[src/rtl/audio_minmax_pkg.sv]
// rtl/audio_minmax_pkg.sv - shared types, default sizes and channel slice helper
package audio_minmax_pkg;

    typedef enum logic [1:0] {
        IDLE = 2'd0,
        RUN  = 2'd1,
        DONE = 2'd2
    } state_t;

    localparam int DEF_DATA_W  = 32;
    localparam int DEF_NUM_CH  = 2;
    localparam int DEF_WIN_LEN = 100;

    // bit offset of channel ch inside a packed multi-channel word
    function automatic int ch_offset(input int ch, input int width);
        return ch * width;
    endfunction

endpackage

[src/rtl/audio_minmax_stream_lane.sv]
// rtl/audio_minmax_stream_lane.sv - one channel running max/min tracker (AUDIO_MINMAX_INDEX_EN adds beat indices)
module minmax_lane #(
    parameter int DATA_W = 32,
    parameter int CNT_W  = 7
) (
    input  logic                     clk,
    input  logic                     reset,
    input  logic                     load,
    input  logic                     update,
    input  logic signed [DATA_W-1:0] sample,
`ifdef AUDIO_MINMAX_INDEX_EN
    input  logic [CNT_W-1:0]         idx,
    output logic [CNT_W-1:0]         nxt_max_idx,
    output logic [CNT_W-1:0]         nxt_min_idx,
`endif
    output logic signed [DATA_W-1:0] nxt_max,
    output logic signed [DATA_W-1:0] nxt_min
);

    logic signed [DATA_W-1:0] cur_max;
    logic signed [DATA_W-1:0] cur_min;
`ifdef AUDIO_MINMAX_INDEX_EN
    logic [CNT_W-1:0] cur_max_idx;
    logic [CNT_W-1:0] cur_min_idx;
`endif

    // next running extremes; strict compares so ties keep the earlier beat
    always_comb begin
        nxt_max = cur_max;
        nxt_min = cur_min;
`ifdef AUDIO_MINMAX_INDEX_EN
        nxt_max_idx = cur_max_idx;
        nxt_min_idx = cur_min_idx;
`endif
        if (load) begin
            nxt_max = sample;
            nxt_min = sample;
`ifdef AUDIO_MINMAX_INDEX_EN
            nxt_max_idx = idx;
            nxt_min_idx = idx;
`endif
        end else begin
            if (sample > cur_max) begin
                nxt_max = sample;
`ifdef AUDIO_MINMAX_INDEX_EN
                nxt_max_idx = idx;
`endif
            end
            if (sample < cur_min) begin
                nxt_min = sample;
`ifdef AUDIO_MINMAX_INDEX_EN
                nxt_min_idx = idx;
`endif
            end
        end
    end

    // commit the running extremes on every accepted beat
    always_ff @(posedge clk) begin
        if (!reset) begin
            cur_max <= '0;
            cur_min <= '0;
`ifdef AUDIO_MINMAX_INDEX_EN
            cur_max_idx <= '0;
            cur_min_idx <= '0;
`endif
        end else if (update) begin
            cur_max <= nxt_max;
            cur_min <= nxt_min;
`ifdef AUDIO_MINMAX_INDEX_EN
            cur_max_idx <= nxt_max_idx;
            cur_min_idx <= nxt_min_idx;
`endif
        end
    end

endmodule

[src/rtl/audio_minmax_stream.sv]
// rtl/audio_minmax_stream.sv - windowed multi-channel min/max over a valid/ready stream (AUDIO_MINMAX_INDEX_EN adds index outputs)
module audio_minmax_stream
    import audio_minmax_pkg::*;
#(
    parameter int DATA_W  = DEF_DATA_W,
    parameter int NUM_CH  = DEF_NUM_CH,
    parameter int WIN_LEN = DEF_WIN_LEN,
    parameter int CNT_W   = $clog2(WIN_LEN + 1)
) (
    input  logic                     clk,
    input  logic                     reset,
    input  logic                     start,
    input  logic                     in_valid,
    output logic                     in_ready,
    input  logic [NUM_CH*DATA_W-1:0] in_data,
    output logic                     busy,
    output logic                     d,
`ifdef AUDIO_MINMAX_INDEX_EN
    output logic [NUM_CH*CNT_W-1:0]  out_max_idx,
    output logic [NUM_CH*CNT_W-1:0]  out_min_idx,
`endif
    output logic [NUM_CH*DATA_W-1:0] out_max,
    output logic [NUM_CH*DATA_W-1:0] out_min
);

    state_t                   state;
    logic [CNT_W-1:0]         cnt;
    logic                     accept;
    logic                     first_beat;
    logic                     last_beat;
    logic [NUM_CH*DATA_W-1:0] nxt_max;
    logic [NUM_CH*DATA_W-1:0] nxt_min;
`ifdef AUDIO_MINMAX_INDEX_EN
    logic [NUM_CH*CNT_W-1:0]  nxt_max_idx;
    logic [NUM_CH*CNT_W-1:0]  nxt_min_idx;
`endif

    assign accept     = in_valid && in_ready;
    assign first_beat = (cnt == '0);
    assign last_beat  = (cnt == CNT_W'(WIN_LEN - 1));

    for (genvar c = 0; c < NUM_CH; c++) begin : g_lane
        minmax_lane #(
            .DATA_W(DATA_W),
            .CNT_W (CNT_W)
        ) u_lane (
            .clk        (clk),
            .reset      (reset),
            .load       (first_beat),
            .update     (accept),
            .sample     (in_data[ch_offset(c, DATA_W) +: DATA_W]),
`ifdef AUDIO_MINMAX_INDEX_EN
            .idx        (cnt),
            .nxt_max_idx(nxt_max_idx[ch_offset(c, CNT_W) +: CNT_W]),
            .nxt_min_idx(nxt_min_idx[ch_offset(c, CNT_W) +: CNT_W]),
`endif
            .nxt_max    (nxt_max[ch_offset(c, DATA_W) +: DATA_W]),
            .nxt_min    (nxt_min[ch_offset(c, DATA_W) +: DATA_W])
        );
    end

    // window FSM; results are captured from the lanes' next values on the last beat
    always_ff @(posedge clk) begin
        if (!reset) begin
            state    <= IDLE;
            cnt      <= '0;
            in_ready <= 1'b0;
            busy     <= 1'b0;
            d        <= 1'b0;
            out_max  <= '0;
            out_min  <= '0;
`ifdef AUDIO_MINMAX_INDEX_EN
            out_max_idx <= '0;
            out_min_idx <= '0;
`endif
        end else begin
            case (state)
                IDLE, DONE: begin
                    if (start) begin
                        state    <= RUN;
                        cnt      <= '0;
                        in_ready <= 1'b1;
                        busy     <= 1'b1;
                        d        <= 1'b0;
                    end
                end
                RUN: begin
                    if (accept) begin
                        if (last_beat) begin
                            state    <= DONE;
                            in_ready <= 1'b0;
                            busy     <= 1'b0;
                            d        <= 1'b1;
                            out_max  <= nxt_max;
                            out_min  <= nxt_min;
`ifdef AUDIO_MINMAX_INDEX_EN
                            out_max_idx <= nxt_max_idx;
                            out_min_idx <= nxt_min_idx;
`endif
                        end else begin
                            cnt <= cnt + CNT_W'(1);
                        end
                    end
                end
                default: begin
                    state    <= IDLE;
                    in_ready <= 1'b0;
                    busy     <= 1'b0;
                    d        <= 1'b0;
                end
            endcase
        end
    end

endmodule

[config.mk]
export PLATFORM = sky130hd
export DESIGN_NAME = audio_minmax_stream
export DESIGN_NICKNAME = d
export VERILOG_FILES = /design/src/rtl/audio_minmax_pkg.sv /design/src/rtl/audio_minmax_stream_lane.sv /design/src/rtl/audio_minmax_stream.sv
export SDC_FILE = /design/constraint.sdc
export NUM_CORES = 1
export LEC_CHECK = 0
export ABC_AREA = 1
export CAP_MARGIN = 20
export CELL_PAD_IN_SITES_DETAIL_PLACEMENT = 1
export CELL_PAD_IN_SITES_GLOBAL_PLACEMENT = 1
export CORE_ASPECT_RATIO = 0.7
export CORE_MARGIN = 10
export CORE_UTILIZATION = 40
export CTS_BUF_LIST = sky130_fd_sc_hd__clkbuf_16
export DETAILED_ROUTE_END_ITERATION = 12
export PLACE_DENSITY = 0.9
export SLEW_MARGIN = 15
export SYNTH_ARGS = -nofsm -noshare
export SYNTH_HDL_FRONTEND = slang
export SYNTH_SLANG_ARGS = --single-unit
export TNS_END_PERCENT = 20
[constraint.sdc]
create_clock -name clk -period 2.5 [get_ports clk]
set_clock_uncertainty 0.15 [all_clocks]
set_input_delay 0.375 -clock clk [delete_from_list [all_inputs] [get_ports clk]]
set_output_delay 0.375 -clock clk [all_outputs]
set_load 0.01 [all_outputs]
==> results.py <==
metrics = {
    "run_status": {
        "status": "complete, but fails checks",
        "violations": "negative setup slack",
    },
    "logic_synthesis": {
        "async_reset_ff_share_pct": 0,
        "syn_nets": 2616,
        "seq_area_frac_synth_pct": 33.9,
        "synth_top_area_cell": "dfxtp_1",
        "synth.top_cell.area_share_pct": 33.9,
        "syn_area_sq_um": 15700,
        "synth_cell_types": 36,
        "yosysWarnings": 0,
        "synth_seq_cells": 266,
        "synth_compound_area_share_pct": 7.06,
        "synthSimpleGateAreaFrac_pct": 34.4,
        "synth_top_family_by_area": "simple AND/OR/NAND/NOR gates",
        "synthFlopType": "dfxtp_1",
        "synthAdderAreaFrac_pct": 10.2,
        "synthMuxAreaShare_pct": 0,
        "post_synth.cell_area_avg_sq_um": 6.48,
        "synth_cells": 2420,
        "synthXorXnorAreaFrac_pct": 0.112,
        "synth_edf_count": 0,
        "synth.area.top_cells": "dfxtp_1 34%, nand2_1 13%, nand3_1 11%",
    },
    "finish": {
        "layout_commonest_cell": "nand2_1",
        "syn_to_final_growth_pct": 46.2,
        "final_util_pct": 59.4,
        "mostFrequentLayoutCells": "392 x nand2_1, 388 x inv_1, 289 x nor2_1",
        "fin_cells": 3231,
        "nNetsFinal": 2877,
        "fin_area_sq_um": 22900,
        "final_layout_size_suffix_gt1_share_pct": 24.0,
    },
    "pwr": {
        "powerDensity_nw_per_um2": 873,
        "static-leakage-power_nw": 10.7,
        "worst_ir_drop_vdd_mv": 0.582,
    },
    "clocking": {
        "clock-root-buffer": "clkbuf_16",
        "cts_hold_buf": 0,
        "clock_latency_ns": 0.58,
        "cts_tree": "done",
        "cts_sinks": 266,
        "cts_buffers": 29,
        "clock_path_buffers": 3,
        "clk_pin_slew_ns": 0.08,
        "cts-htree-levels": 1,
    },
    "critical_path": {
        "crit_arrival_ns": 3.50,
        "r2r-start": "g_lane[0].u_lane.cur_max[19]$_SDFFE_PN0P_",
        "cp-end-kind": "flop",
        "crit_slowest_cell": "nand4_1",
        "crit_family": "simple AND/OR/NAND/NOR gates",
        "crit_buf_inv": 5,
        "critPathMaxFanout": 8,
        "reg2regPathDepth": 13,
        "rrSetupSlack_ns": -0.64,
        "critPathRequiredTime_ns": 2.87,
        "cp_cell_sequence": "inv_2, ha_4, nand4_1, nor4_4, buf_4, nand4_1, nand3_4, buf_12, buf_16, nand3_1, nand3_1, nand2_1, inv_1",
        "crit_type": "reg -> reg",
        "start_kind": "flop",
        "worstReg2RegEnd": "g_lane[0].u_lane.cur_max[20]$_SDFFE_PN0P_",
        "critPathMaxStageDelay_ns": 0.36,
    },
    "timing": {
        "grt_setup_unrepaired": "yes",
        "fin_crit_sh_pct": 126,
        "max_freq_ghz": 0.319,
        "drv_slew": 0,
        "setup_violations": 254,
        "finalHoldViolations": 0,
        "finalCriticalPeriod_ns": 3.14,
        "relSlewSlack_pct": 46.6,
        "worst_slack_ns": -0.638,
        "tightest_slew_ns": 0.800,
    },
    "worst_hold_path": {
        "min_to": "g_lane[0].u_lane.cur_max[2]$_SDFFE_PN0P_",
        "hold_start": "in_data[2]",
        "holdPathStages": 5,
        "hp-class": "in -> reg",
    },
    "grt": {
        "grt_overflow": 0,
        "first_global_vias": 19600,
        "grt_max_degree": 135,
        "track_usage_pct": 28.4,
        "grt_pass1_wl_microns": 109000,
        "antenna_found_initial": 1,
    },
    "floorplanning": {
        "coreArea_sq_um": 38600,
        "die_area_sq_um": 47700,
        "die_w_microns": 257,
        "fp.dieH_microns": 186,
        "boundaryPins": 199,
        "num_rows": 60,
        "initial_core_util_pct": 40.7,
    },
    "route": {
        "wl_met1_microns": 32000,
        "dr_wl_met2_microns": 40600,
        "top_layer_used": "met4",
        "dr.first_iter.drc_count": 1809,
        "drc_errors": 0,
        "ant_nets": 0,
        "viasPerCell": 5.96,
        "vias": 19300,
        "drt_wl_total_microns": 85900,
        "wire_per_inst_microns": 26.6,
        "first_pass_iters": 6,
        "routed-wl-met3_microns": 7960,
    },
    "placement": {
        "dpl_worst_slack_ns": -0.833,
        "dp.cells": 3133,
        "dpl-instance-area_sq_um": 18900,
        "dp_hpwl_microns": 42400,
        "gp_congestion": 0.838,
        "numPortBuffers": 198,
    },
    "flow_run": {
        "maxCapViolCount": 0,
    },
}
## timing repair
action | in CTS | in global routing
pin swaps | 66 | 85
resized for setup | 233 | 353
setup endpoints to repair | 254 | 255
cloned | 9 | 8
buffers inserted | 16 | 12
## metrics by stage
| stage | hold WS, ns | total power, mW | TNS (ns) |
|---|---|---|---|
| 4_1_cts | 0.250 | 17.9 | -3.75 |
| 5_1_grt | 0.164 | 20.7 | -86.39 |
| 3_3_place_gp | 0.338 | 12.0 | -147.18 |
| 2_1_floorplan | 0.317 | 9.30 | 0 |
| 3_5_place_dp | 0.348 | 12.4 | -175.68 |
| 6_report | 0.156 | 20.0 | -75.65 |
## cell families after synthesis
family          count (synthesis)
compound gates                216
xor+xnor                        2
flops                         266
simple gates                 1253
buf+inv                       555
fa+ha+maj                     128
## sequential cells by signal, indices dropped and copies added, names as in the netlist
signal,cells
g_lane.u_lane.cur_max,64
g_lane.u_lane.cur_min,64
out_max,64
out_min,64
cnt,7
busy,1
d,1
state,1
## worst register-to-register path, stage by stage (launching register included)
cell and delay (ns):
dfxtp_2 0.35, inv_2 0.06, ha_4 0.28, nand4_1 0.36, nor4_4 0.32, buf_4 0.20
nand4_1 0.28, nand3_4 0.24, buf_12 0.17, buf_16 0.18, nand3_1 0.17, nand3_1 0.15
nand2_1 0.08, inv_1 0.09
## metal layers
layer / global-route usage, % / vias up
li1: - / 8191
met1: 34.0 / 9393
met2: 49.6 / 1237
met3: 5.07 / 435
met4: 11.9 / 0
met5: 0 / -
## final cells by class
class                   instances  area, sq um
diodes                          2         5.00
clock buffers                  29          726
clock inverters                23          216
fillers                      4748        15600
inverters                     427         1620
multi-input cells            1599        10400
flip-flops and latches        266         5410
well taps                     527          659
repair buffers                358         3960
## report_power, final
group | total (mW) | switching (mW) | internal (mW)
logic | 9.90 | 6.13 | 3.77
clock network | 4.55 | 2.03 | 2.52
registers | 5.57 | 0.579 | 4.99
## how the worst max path moves through the flow
stage                                           endpoint  slack (ns)  cells after the start                                       from
2_1_floorplan  g_lane[0].u_lane.cur_min[26]$_SDFFE_PN0P_        0.38                     14                                in_data[21]
3_3_place_gp                     out_max[8]$_SDFFE_PN0P_       -0.78                     15                                in_data[31]
3_5_place_dp                     out_max[8]$_SDFFE_PN0P_       -0.83                     15                                in_data[31]
4_1_cts                         out_max[11]$_SDFFE_PN0P_       -0.11                     15  g_lane[0].u_lane.cur_max[24]$_SDFFE_PN0P_
5_1_grt        g_lane[0].u_lane.cur_max[20]$_SDFFE_PN0P_       -0.62                     15  g_lane[0].u_lane.cur_max[21]$_SDFFE_PN0P_
6_report       g_lane[0].u_lane.cur_max[20]$_SDFFE_PN0P_       -0.64                     13  g_lane[0].u_lane.cur_max[19]$_SDFFE_PN0P_
## Yosys cell counts (all sizes together), types with 3 or more instances
library cell / n
nor3: 7
a21oi: 189
nand3: 337
dfxtp: 266
o21a: 3
buf: 71
nand2: 527
ha: 128
nand4: 71
clkbuf: 57
nor2: 305
o21ai: 18
inv: 426
Power figures use the tool's default switching activity.
